`src/rtl/uart_pkg.sv`:
```
// Shared UART definitions: default bit timing and receiver state encoding.
package uart_pkg;

  localparam int UART_CLKS_PER_BIT = 104;  // 12 MHz / 115200 baud

  typedef enum logic [2:0] {
    ST_IDLE  = 3'd0,
    ST_START = 3'd1,
    ST_DATA  = 3'd2,
    ST_STOP  = 3'd3,
    ST_BREAK = 3'd4
  } rx_state_e;

endpackage

```
`src/rtl/uart_sync2.sv`:
```
// Generic two-flop synchroniser for a single asynchronous input.
module uart_sync2 #(
  parameter logic INIT = 1'b1
) (
  input  logic clk,
  input  logic rst,
  input  logic d,
  output logic q
);

  logic meta;

  always_ff @(posedge clk) begin
    if (rst) begin
      meta <= INIT;
      q    <= INIT;
    end else begin
      meta <= d;
      q    <= meta;
    end
  end

endmodule

```
`src/rtl/uart_rx.sv`:
```
// 8N1 UART receiver: oversampled mid-bit sampling, one-entry holding register
// with valid/ready, single-cycle framing-error and overrun pulses.
module uart_rx
  import uart_pkg::*;
#(
  parameter int CLKS_PER_BIT = UART_CLKS_PER_BIT,
  parameter int CNT_W        = 12
) (
  input  logic       clk,
  input  logic       rst,
  input  logic       rxd,
  output logic [7:0] rx_data,
  output logic       rx_valid,
  input  logic       rx_ready,
  output logic       frame_err,
  output logic       overrun,
  output logic       rx_busy
);

  localparam logic [CNT_W-1:0] HALF_M1 = CNT_W'(CLKS_PER_BIT/2 - 1);
  localparam logic [CNT_W-1:0] FULL_M1 = CNT_W'(CLKS_PER_BIT - 1);

  rx_state_e        state, state_nxt;
  logic [CNT_W-1:0] baud_cnt, baud_nxt;
  logic [2:0]       bit_cnt, bit_nxt;
  logic [7:0]       shift_reg, shift_nxt;
  logic             rxd_s;
  logic             stop_ok, stop_bad;

  uart_sync2 #(.INIT(1'b1)) u_sync (
    .clk (clk),
    .rst (rst),
    .d   (rxd),
    .q   (rxd_s)
  );

  always_comb begin
    state_nxt = state;
    baud_nxt  = baud_cnt + 1'b1;
    bit_nxt   = bit_cnt;
    shift_nxt = shift_reg;
    stop_ok   = 1'b0;
    stop_bad  = 1'b0;
    case (state)
      ST_IDLE: begin
        baud_nxt = '0;
        if (!rxd_s) state_nxt = ST_START;
      end
      ST_START: begin
        if (baud_cnt == HALF_M1) begin
          baud_nxt  = '0;
          bit_nxt   = '0;
          // A start bit that is high again at mid-bit was only a glitch
          state_nxt = rxd_s ? ST_IDLE : ST_DATA;
        end
      end
      ST_DATA: begin
        if (baud_cnt == FULL_M1) begin
          baud_nxt  = '0;
          shift_nxt = {rxd_s, shift_reg[7:1]};
          if (bit_cnt == 3'd7) begin
            bit_nxt   = '0;
            state_nxt = ST_STOP;
          end else begin
            bit_nxt   = bit_cnt + 1'b1;
          end
        end
      end
      ST_STOP: begin
        if (baud_cnt == FULL_M1) begin
          baud_nxt  = '0;
          stop_ok   = rxd_s;
          stop_bad  = !rxd_s;
          state_nxt = rxd_s ? ST_IDLE : ST_BREAK;
        end
      end
      ST_BREAK: begin
        // Wait out a held-low line so it cannot look like a new start bit
        baud_nxt = '0;
        if (rxd_s) state_nxt = ST_IDLE;
      end
      default: begin
        baud_nxt  = '0;
        state_nxt = ST_IDLE;
      end
    endcase
  end

  always_ff @(posedge clk) begin
    if (rst) begin
      state     <= ST_IDLE;
      baud_cnt  <= '0;
      bit_cnt   <= '0;
      shift_reg <= '0;
      rx_data   <= '0;
      rx_valid  <= 1'b0;
      frame_err <= 1'b0;
      overrun   <= 1'b0;
    end else begin
      state     <= state_nxt;
      baud_cnt  <= baud_nxt;
      bit_cnt   <= bit_nxt;
      shift_reg <= shift_nxt;
      frame_err <= stop_bad;
      overrun   <= 1'b0;
      // A byte consumed in the same cycle frees the slot for the new one
      if (stop_ok && (!rx_valid || rx_ready)) begin
        rx_data  <= shift_reg;
        rx_valid <= 1'b1;
      end else begin
        if (stop_ok) overrun <= 1'b1;
        if (rx_valid && rx_ready) rx_valid <= 1'b0;
      end
    end
  end

  assign rx_busy = (state != ST_IDLE);

endmodule

```
`config.mk`:
```
export PLATFORM = sky130hd
export DESIGN_NAME = uart_rx
export DESIGN_NICKNAME = d
export VERILOG_FILES = /design/src/rtl/uart_pkg.sv /design/src/rtl/uart_sync2.sv /design/src/rtl/uart_rx.sv
export SDC_FILE = /design/constraint.sdc
export NUM_CORES = 1
export LEC_CHECK = 0
export BUFFER_PORTS_ARGS = -buffer_cell sky130_fd_sc_hd__buf_2
export CAP_MARGIN = 40
export CORE_ASPECT_RATIO = 1.4
export CORE_UTILIZATION = 49
export DETAILED_ROUTE_END_ITERATION = 7
export GPL_TIMING_DRIVEN = 1
export PLACE_DENSITY = 0.79
export SETUP_SLACK_MARGIN = 0.3
export SLEW_MARGIN = 20
export SYNTH_ARGS = -nofsm -noshare
export SYNTH_HDL_FRONTEND = slang
export SYNTH_SLANG_ARGS = --single-unit
```
`constraint.sdc`:
```
create_clock -name clk -period 2.8 [get_ports clk]
set_input_delay 0.42 -clock clk [delete_from_list [all_inputs] [get_ports clk]]
set_output_delay 0.42 -clock clk [all_outputs]
set_load 0.05 [all_outputs]
```
==> run metrics, run 1 <==
status=completed; global placer's final weighted congestion=between 0.7 and 0.8; top cell type's share of synthesized area=0.439; RSZ-0062 raised after global routing=false; Buffers on Ports=15; Final period util=0.776; final setup skew=~0.0098 ns; WS Path Type=flop to flop; DRT iter0 DRCs=18; worst reg2reg path startpoint=baud_cnt[0]$_SDFF_PP0_; max-cap violations=0; Layout Nets=211; clock sinks=39; Critical Path RT=about 3.0 ns; Area contributors post-synth=dfxtp_1 44%, nand2b_1 7.4%, mux2i_1 6.8%; Synth Net Count=201; initial antenna violation count=0; Mapped Cells=194; Layout area overhead=10.3%; routed vias/inst=between 5 and 6; number of flip-flops in the largest register=12; Avg WL per Cell=12.3 um; fmax=460 MHz; Arrival @ worst endpoint=~2.4 ns; antenna-violating nets left=0; internal reg-to-reg setup slack=roughly 0.63 ns; Rel. slew slack=0.582; Die ar.=between 0.003 and 0.004 mm^2; vias in the first global route=1222; global route overflow=0; DRC violations left=0; clock slew at reported path FFs=0.07 ns; hold path cells=2; number of setup buffers added after CTS=0; Mapped Avg Cell Area=approximately 9.2 um^2; detailed-route via count=approximately 1400; GR Util met1=0.180; Core Area=around 0.0034 mm^2; worst-path fanout max=13; M2 GR Usage=0.309; Setup Viol. Count Final=0; Inserted Clock Buffers=5; setup TNS=0 ns; Period minus WS final=around 2.2 ns; busiest grt layer=met2; final hold violations=0; HP Start=rxd; CTS H-Tree Depth=2; crit end category=flop; post-CTS sizing=0; Site Rows=25; worst-case reg-to-reg path depth=5; I/O pins=16; Seq/Total Area, Yosys=0.439; Clock Tree Buf Depth=2; Worst Max-Slew Pin Slew=about 0.63 ns; starting density of the core=0.521; Slew Limit Fails=0; post-route cell area=~0.002 mm^2; Pre-antenna DRT Iters=5; Hold Path Class=input pin to flop; total routed wirelength=3010 um; pwr/cell area=541 mW/mm^2; cts hold-fix bufs=0; WHS Endpoint=u_sync.meta$_SDFF_PP1_; Startpoint Class=flop; CTS tree=done; RR Endpoint=state[0]$_SDFFE_PP0P_; layout cell share with drive strength beyond 1=0.151; clock latency on the worst-skew pair=just under 0.3 ns; die width=52.9 um; Synthesis Warnings=0; first-pass GRT wire length=roughly 5100 um; total track usage=0.182; Post-DP Area=about 0.0018 mm^2; Unique masters post-synth=36; largest net degree at the start of global routing=40; dpl hpwl=just over 2000 um; met3 Use GR=0.0663; Die Y-Extent=roughly 73 um; Leak Pwr=about 0.00068 uW; root buf cell=clkbuf_8; Synth area leader=dfxtp_1; Yosys reg bits=39; Mapped Area=about 0.0018 mm^2; Peak supply drop=0.000470 V; ant diodes=0
layout by cell type, fill, tap and decap left out, drive strengths merged:
cell / n
a22oi: 1
xnor2: 8
or2: 3
inv: 4
nor3b: 2
nor3: 18
nand2b: 21
a21oi: 11
or4: 2
a32oi: 1
nor2b: 1
o2111ai: 1
bufinv: 1
nand4: 2
or3: 1
nor2: 8
xor2: 2
clkinv: 1
clkbuf: 6
nand2: 7
and4b: 2
or3b: 2
and4: 2
nand4b: 1
and3: 1
mux2i: 12
buf: 16
o21ai: 9
nand3: 14
dfxtp: 39
ha: 3
nor4b: 1
nor4: 2
metal layers:
metal | wire (um) | share of wire
met1 | 1280 | 0.42
met2 | 1520 | 0.50
met3 | 115 | 0.038
met4 | 99 | 0.033
met5 | 0 | 0
worst max-delay path by stage:
stage / cells after the start / end / slack, ns / from
final: 5 / state[0]$_SDFFE_PP0P_ / 0.63 / baud_cnt[0]$_SDFF_PP0_
after global routing: 5 / state[0]$_SDFFE_PP0P_ / 0.44 / baud_cnt[0]$_SDFF_PP0_
after detailed placement: 5 / state[0]$_SDFFE_PP0P_ / 0.63 / baud_cnt[0]$_SDFF_PP0_
after global placement: 5 / state[0]$_SDFFE_PP0P_ / 0.71 / baud_cnt[0]$_SDFF_PP0_
after floorplan: 6 / baud_cnt[10]$_SDFF_PP0_ / 1.18 / baud_cnt[0]$_SDFF_PP0_
after CTS: 5 / state[0]$_SDFFE_PP0P_ / 0.62 / baud_cnt[0]$_SDFF_PP0_
layout make-up:
type,count,area (um^2)
fill,333,1450
multi-input combinational,138,915
sequential,39,781
clock buffer,6,82.6
timing repair buffer,16,82.6
tap,40,50.0
clock inverter,2,35.0
inverter,4,15.0
stage by stage:
stage          setup WS [ns]  cells  hold slack [ns]   util  total power (uW)
5_1_grt                0.439    245            0.313  0.575              1100
2_1_floorplan           1.18    194            0.389      -               588
3_5_place_dp           0.633    237            0.400  0.541               592
3_3_place_gp           0.707    237            0.393  0.541               592
6_report               0.628    245            0.311  0.575              1060
4_1_cts                0.623    245            0.304  0.575              1080
logic make-up (layout without fill, tap and decap cells):
group	after synthesis	in the layout	synth area share
DFF	39	39	0.439
buffers and inverters	17	28	0.0464
muxes	12	12	0.0676
adders and majority gates	3	3	0.0211
and+or+nand+nor	90	90	0.303
AOI/OAI and AO/OA	23	23	0.0732
xor gates and xnor gates	10	10	0.0493
critical path: stages (launching register included):
cell and delay [ns]:
dfxtp_1 0.39, ha_1 0.26, and4b_1 0.27, nand4_2 0.29
a22oi_2 0.65, mux2i_1 0.24
cells in the mapped netlist (all sizes together):
| master | n |
|---|---|
| xnor2 | 8 |
| and4 | 2 |
| nor2 | 8 |
| a22oi | 1 |
| and3 | 1 |
| nor3b | 2 |
| nor2b | 1 |
| nor4 | 2 |
| a32oi | 1 |
| nand3 | 14 |
| ha | 3 |
| and4b | 2 |
| clkbuf | 7 |
| nor4b | 1 |
| or2 | 3 |
| or4 | 2 |
| xor2 | 2 |
| mux2i | 12 |
| inv | 4 |
| o21ai | 9 |
| nand2 | 7 |
| dfxtp | 39 |
| or3 | 1 |
| a21oi | 11 |
| or3b | 2 |
| nor3 | 18 |
| nand4 | 2 |
| o2111ai | 1 |
| buf | 6 |
| nand2b | 21 |
| nand4b | 1 |
power by group:
part | internal (uW) | total, uW | switching, uW
clock network | 288 | 482 | 194
registers | 556 | 558 | 1.73
logic | 8.70 | 21.2 | 12.5
total | 853 | 1060 | 208
Power figures use the tool's default switching activity.
==> inputs of run 2 (changes only) <==
==> constraint.sdc (replaced) <==
create_clock -name clk -period 2 [get_ports clk]
set_input_delay 0.3 -clock clk [delete_from_list [all_inputs] [get_ports clk]]
set_output_delay 0.3 -clock clk [all_outputs]
set_load 0.05 [all_outputs]
==> run 2 against run 1 <==
Effect of this change:
- non-clock buffer count up 8
- combinational power up 60%
- register-to-register slack worse by 0.27 ns
- first-iteration DRC count up 39%
- count of clock-buffer cells in the layout unchanged
- largest cell class unchanged
==> run metrics, run 2 (synthesized netlist as in run 1, its figures left out) <==
status=completed (unchanged); Arrival @ worst endpoint=1.82 ns (was 2.39 ns); Hold Path Class=input pin to flop (unchanged); final hold violations=0 (unchanged); ant diodes=0 (unchanged); Layout area overhead=16.6% (was 10.3%); Worst Max-Slew Pin Slew=0.400 ns (was 0.627 ns); Post-DP Area=0.00188 mm^2 (was 0.00184 mm^2); placed cells=242 (was 237); setup TNS=0 ns (unchanged); Core Area=0.00341 mm^2 (unchanged); CTS H-Tree Depth=2 (unchanged); Switch Pwr=293 uW (was 208 uW); Final Non-Filler Cells=253 (was 245); Avg WL per Cell=13.2 um (was 12.3 um); Pint=1190 uW (was 853 uW); RSZ-0062 raised after global routing=true (was false); routed vias/inst=5.55 (was 5.56); starting density of the core=0.521 (unchanged); sequential share of power=0.523 (was 0.526); post-route cell area=0.00207 mm^2 (was 0.00196 mm^2); first-pass GRT wire length=5770 um (was 5130 um); hold_ws=0.181 ns (was 0.311 ns); number of flip-flops in the largest register=12 (unchanged); Slew Limit Fails=0 (unchanged); DRC violations left=0 (unchanged); initial antenna violation count=0 (unchanged); Rel. slew slack=0.732 (was 0.582); Layout Nets=219 (was 211); largest net degree at the start of global routing=27 (was 40); clock slew at reported path FFs=0.07 ns (about the same); Sw Ratio=0.197 (was 0.196); Die Y-Extent=73.3 um (unchanged); global route overflow=0 (unchanged); Peak supply drop=0.000576 V (was 0.000470 V); Critical Path RT=2.17 ns (was 3.02 ns); global placer's final weighted congestion=0.778 (was 0.739); layout cell share with drive strength beyond 1=0.221 (was 0.151); root buf cell=clkbuf_8 (unchanged); overall power=1490 uW (was 1060 uW); max-cap violations=0 (unchanged); most frequent cells in the layout=35 x dfxtp_1, 21 x nand2b_1, 18 x nor3_1, 15 x buf_2, 14 x nand3_1 (was 39 x dfxtp_1, 21 x nand2b_1, 18 x nor3_1, 15 x buf_2, 14 x nand3_1); Clock Tree Buf Depth=2 (unchanged); final setup skew=0.00660 ns (was 0.00981 ns); Comb power frac=0.023 (was 0.020); worst-path fanout max=12 (was 13); WS Path Type=flop to flop (unchanged); total track usage=0.207 (was 0.182); CTS tree=done (unchanged); Buffers on Ports=15 (unchanged); fmax=607 MHz (was 460 MHz); clock sinks=39 (unchanged); Inserted Clock Buffers=5 (unchanged); Final period util=0.824 (was 0.776); Die ar.=0.00388 mm^2 (unchanged); leading cell type in the layout, fill and taps excluded=dfxtp_1 (unchanged); DRT iter0 DRCs=25 (was 18); I/O pins=16 (unchanged); cts hold-fix bufs=0 (unchanged); Site Rows=25 (unchanged); Pre-antenna DRT Iters=4 (was 5); pwr/cell area=717 mW/mm^2 (was 541 mW/mm^2); clock latency on the worst-skew pair=0.30 ns (was 0.29 ns); total routed wirelength=3350 um (was 3010 um); Leak Pwr=0.000714 uW (was 0.000675 uW); Setup Viol. Count Final=0 (unchanged); vias in the first global route=1295 (was 1222); Period minus WS final=1.65 ns (was 2.17 ns); Clock Power Share=0.454 (about the same); crit end category=flop (unchanged); die width=52.9 um (unchanged); detailed-route via count=1405 (was 1361); antenna-violating nets left=0 (unchanged); internal reg-to-reg setup slack=0.35 ns (was 0.63 ns); dpl hpwl=2160 um (was 2060 um); Startpoint Class=flop (unchanged)
==> run 2: critical path, cell delays in order (launching register included) <==
cell	delay, ns
dfxtp_1	0.35
nor4_4	0.42
nand4_4	0.19
a22oi_2	0.30
buf_6	0.19
nor3_1	0.07
==> run 2: final timing paths <==
path / cells past startpoint / start / end
min: 2 / rxd / u_sync.meta$_SDFF_PP1_
min reg2reg: 1 / u_sync.meta$_SDFF_PP1_ / u_sync.q$_SDFF_PP1_
max reg2reg: 5 / baud_cnt[9]$_SDFF_PP0_ / baud_cnt[4]$_SDFF_PP0_
max: 5 / baud_cnt[9]$_SDFF_PP0_ / baud_cnt[4]$_SDFF_PP0_
==> run 2: power groups by stage <==
stage | clock network [uW] | registers, uW | logic (uW)
2_1_floorplan | 0 | 798 | 25.5
3_3_place_gp | 0 | 799 | 32.4
3_5_place_dp | 0 | 799 | 33.2
4_1_cts | 689 | 781 | 34.0
5_1_grt | 723 | 778 | 36.9
6_report | 675 | 778 | 34.0
==> run 2: per-stage QoR <==
step           utilization  worst slack [ns]
3_3_place_gp         0.552             0.244
5_1_grt              0.608             0.258
6_report             0.608             0.353
3_5_place_dp         0.552             0.151
4_1_cts              0.599             0.304
2_1_floorplan            -             0.384
==> run 2: layer usage <==
metal / wire length (um) / global-route usage / share of wire
met5: 0 / 0 / 0
met4: 62 / 0.0994 / 0.019
met3: 109 / 0.0766 / 0.033
met2: 1740 / 0.359 / 0.52
met1: 1430 / 0.215 / 0.43
==> run 2: final cells by class <==
cell class	instances	area [um^2]
clock inverters	2	35.0
clock buffers	6	82.6
well taps	40	50.0
fillers	298	1340
repair buffers	24	150
inverters	4	15.0
multi-input cells	138	950
flip-flops and latches	39	791
==> run 2: timing repair <==
item                       4_1_cts  5_1_grt
cloned                           0        0
gates resized for setup          9        5
setup endpoints to repair       34       28
pin swaps                        2        4
buffers inserted                 0        3
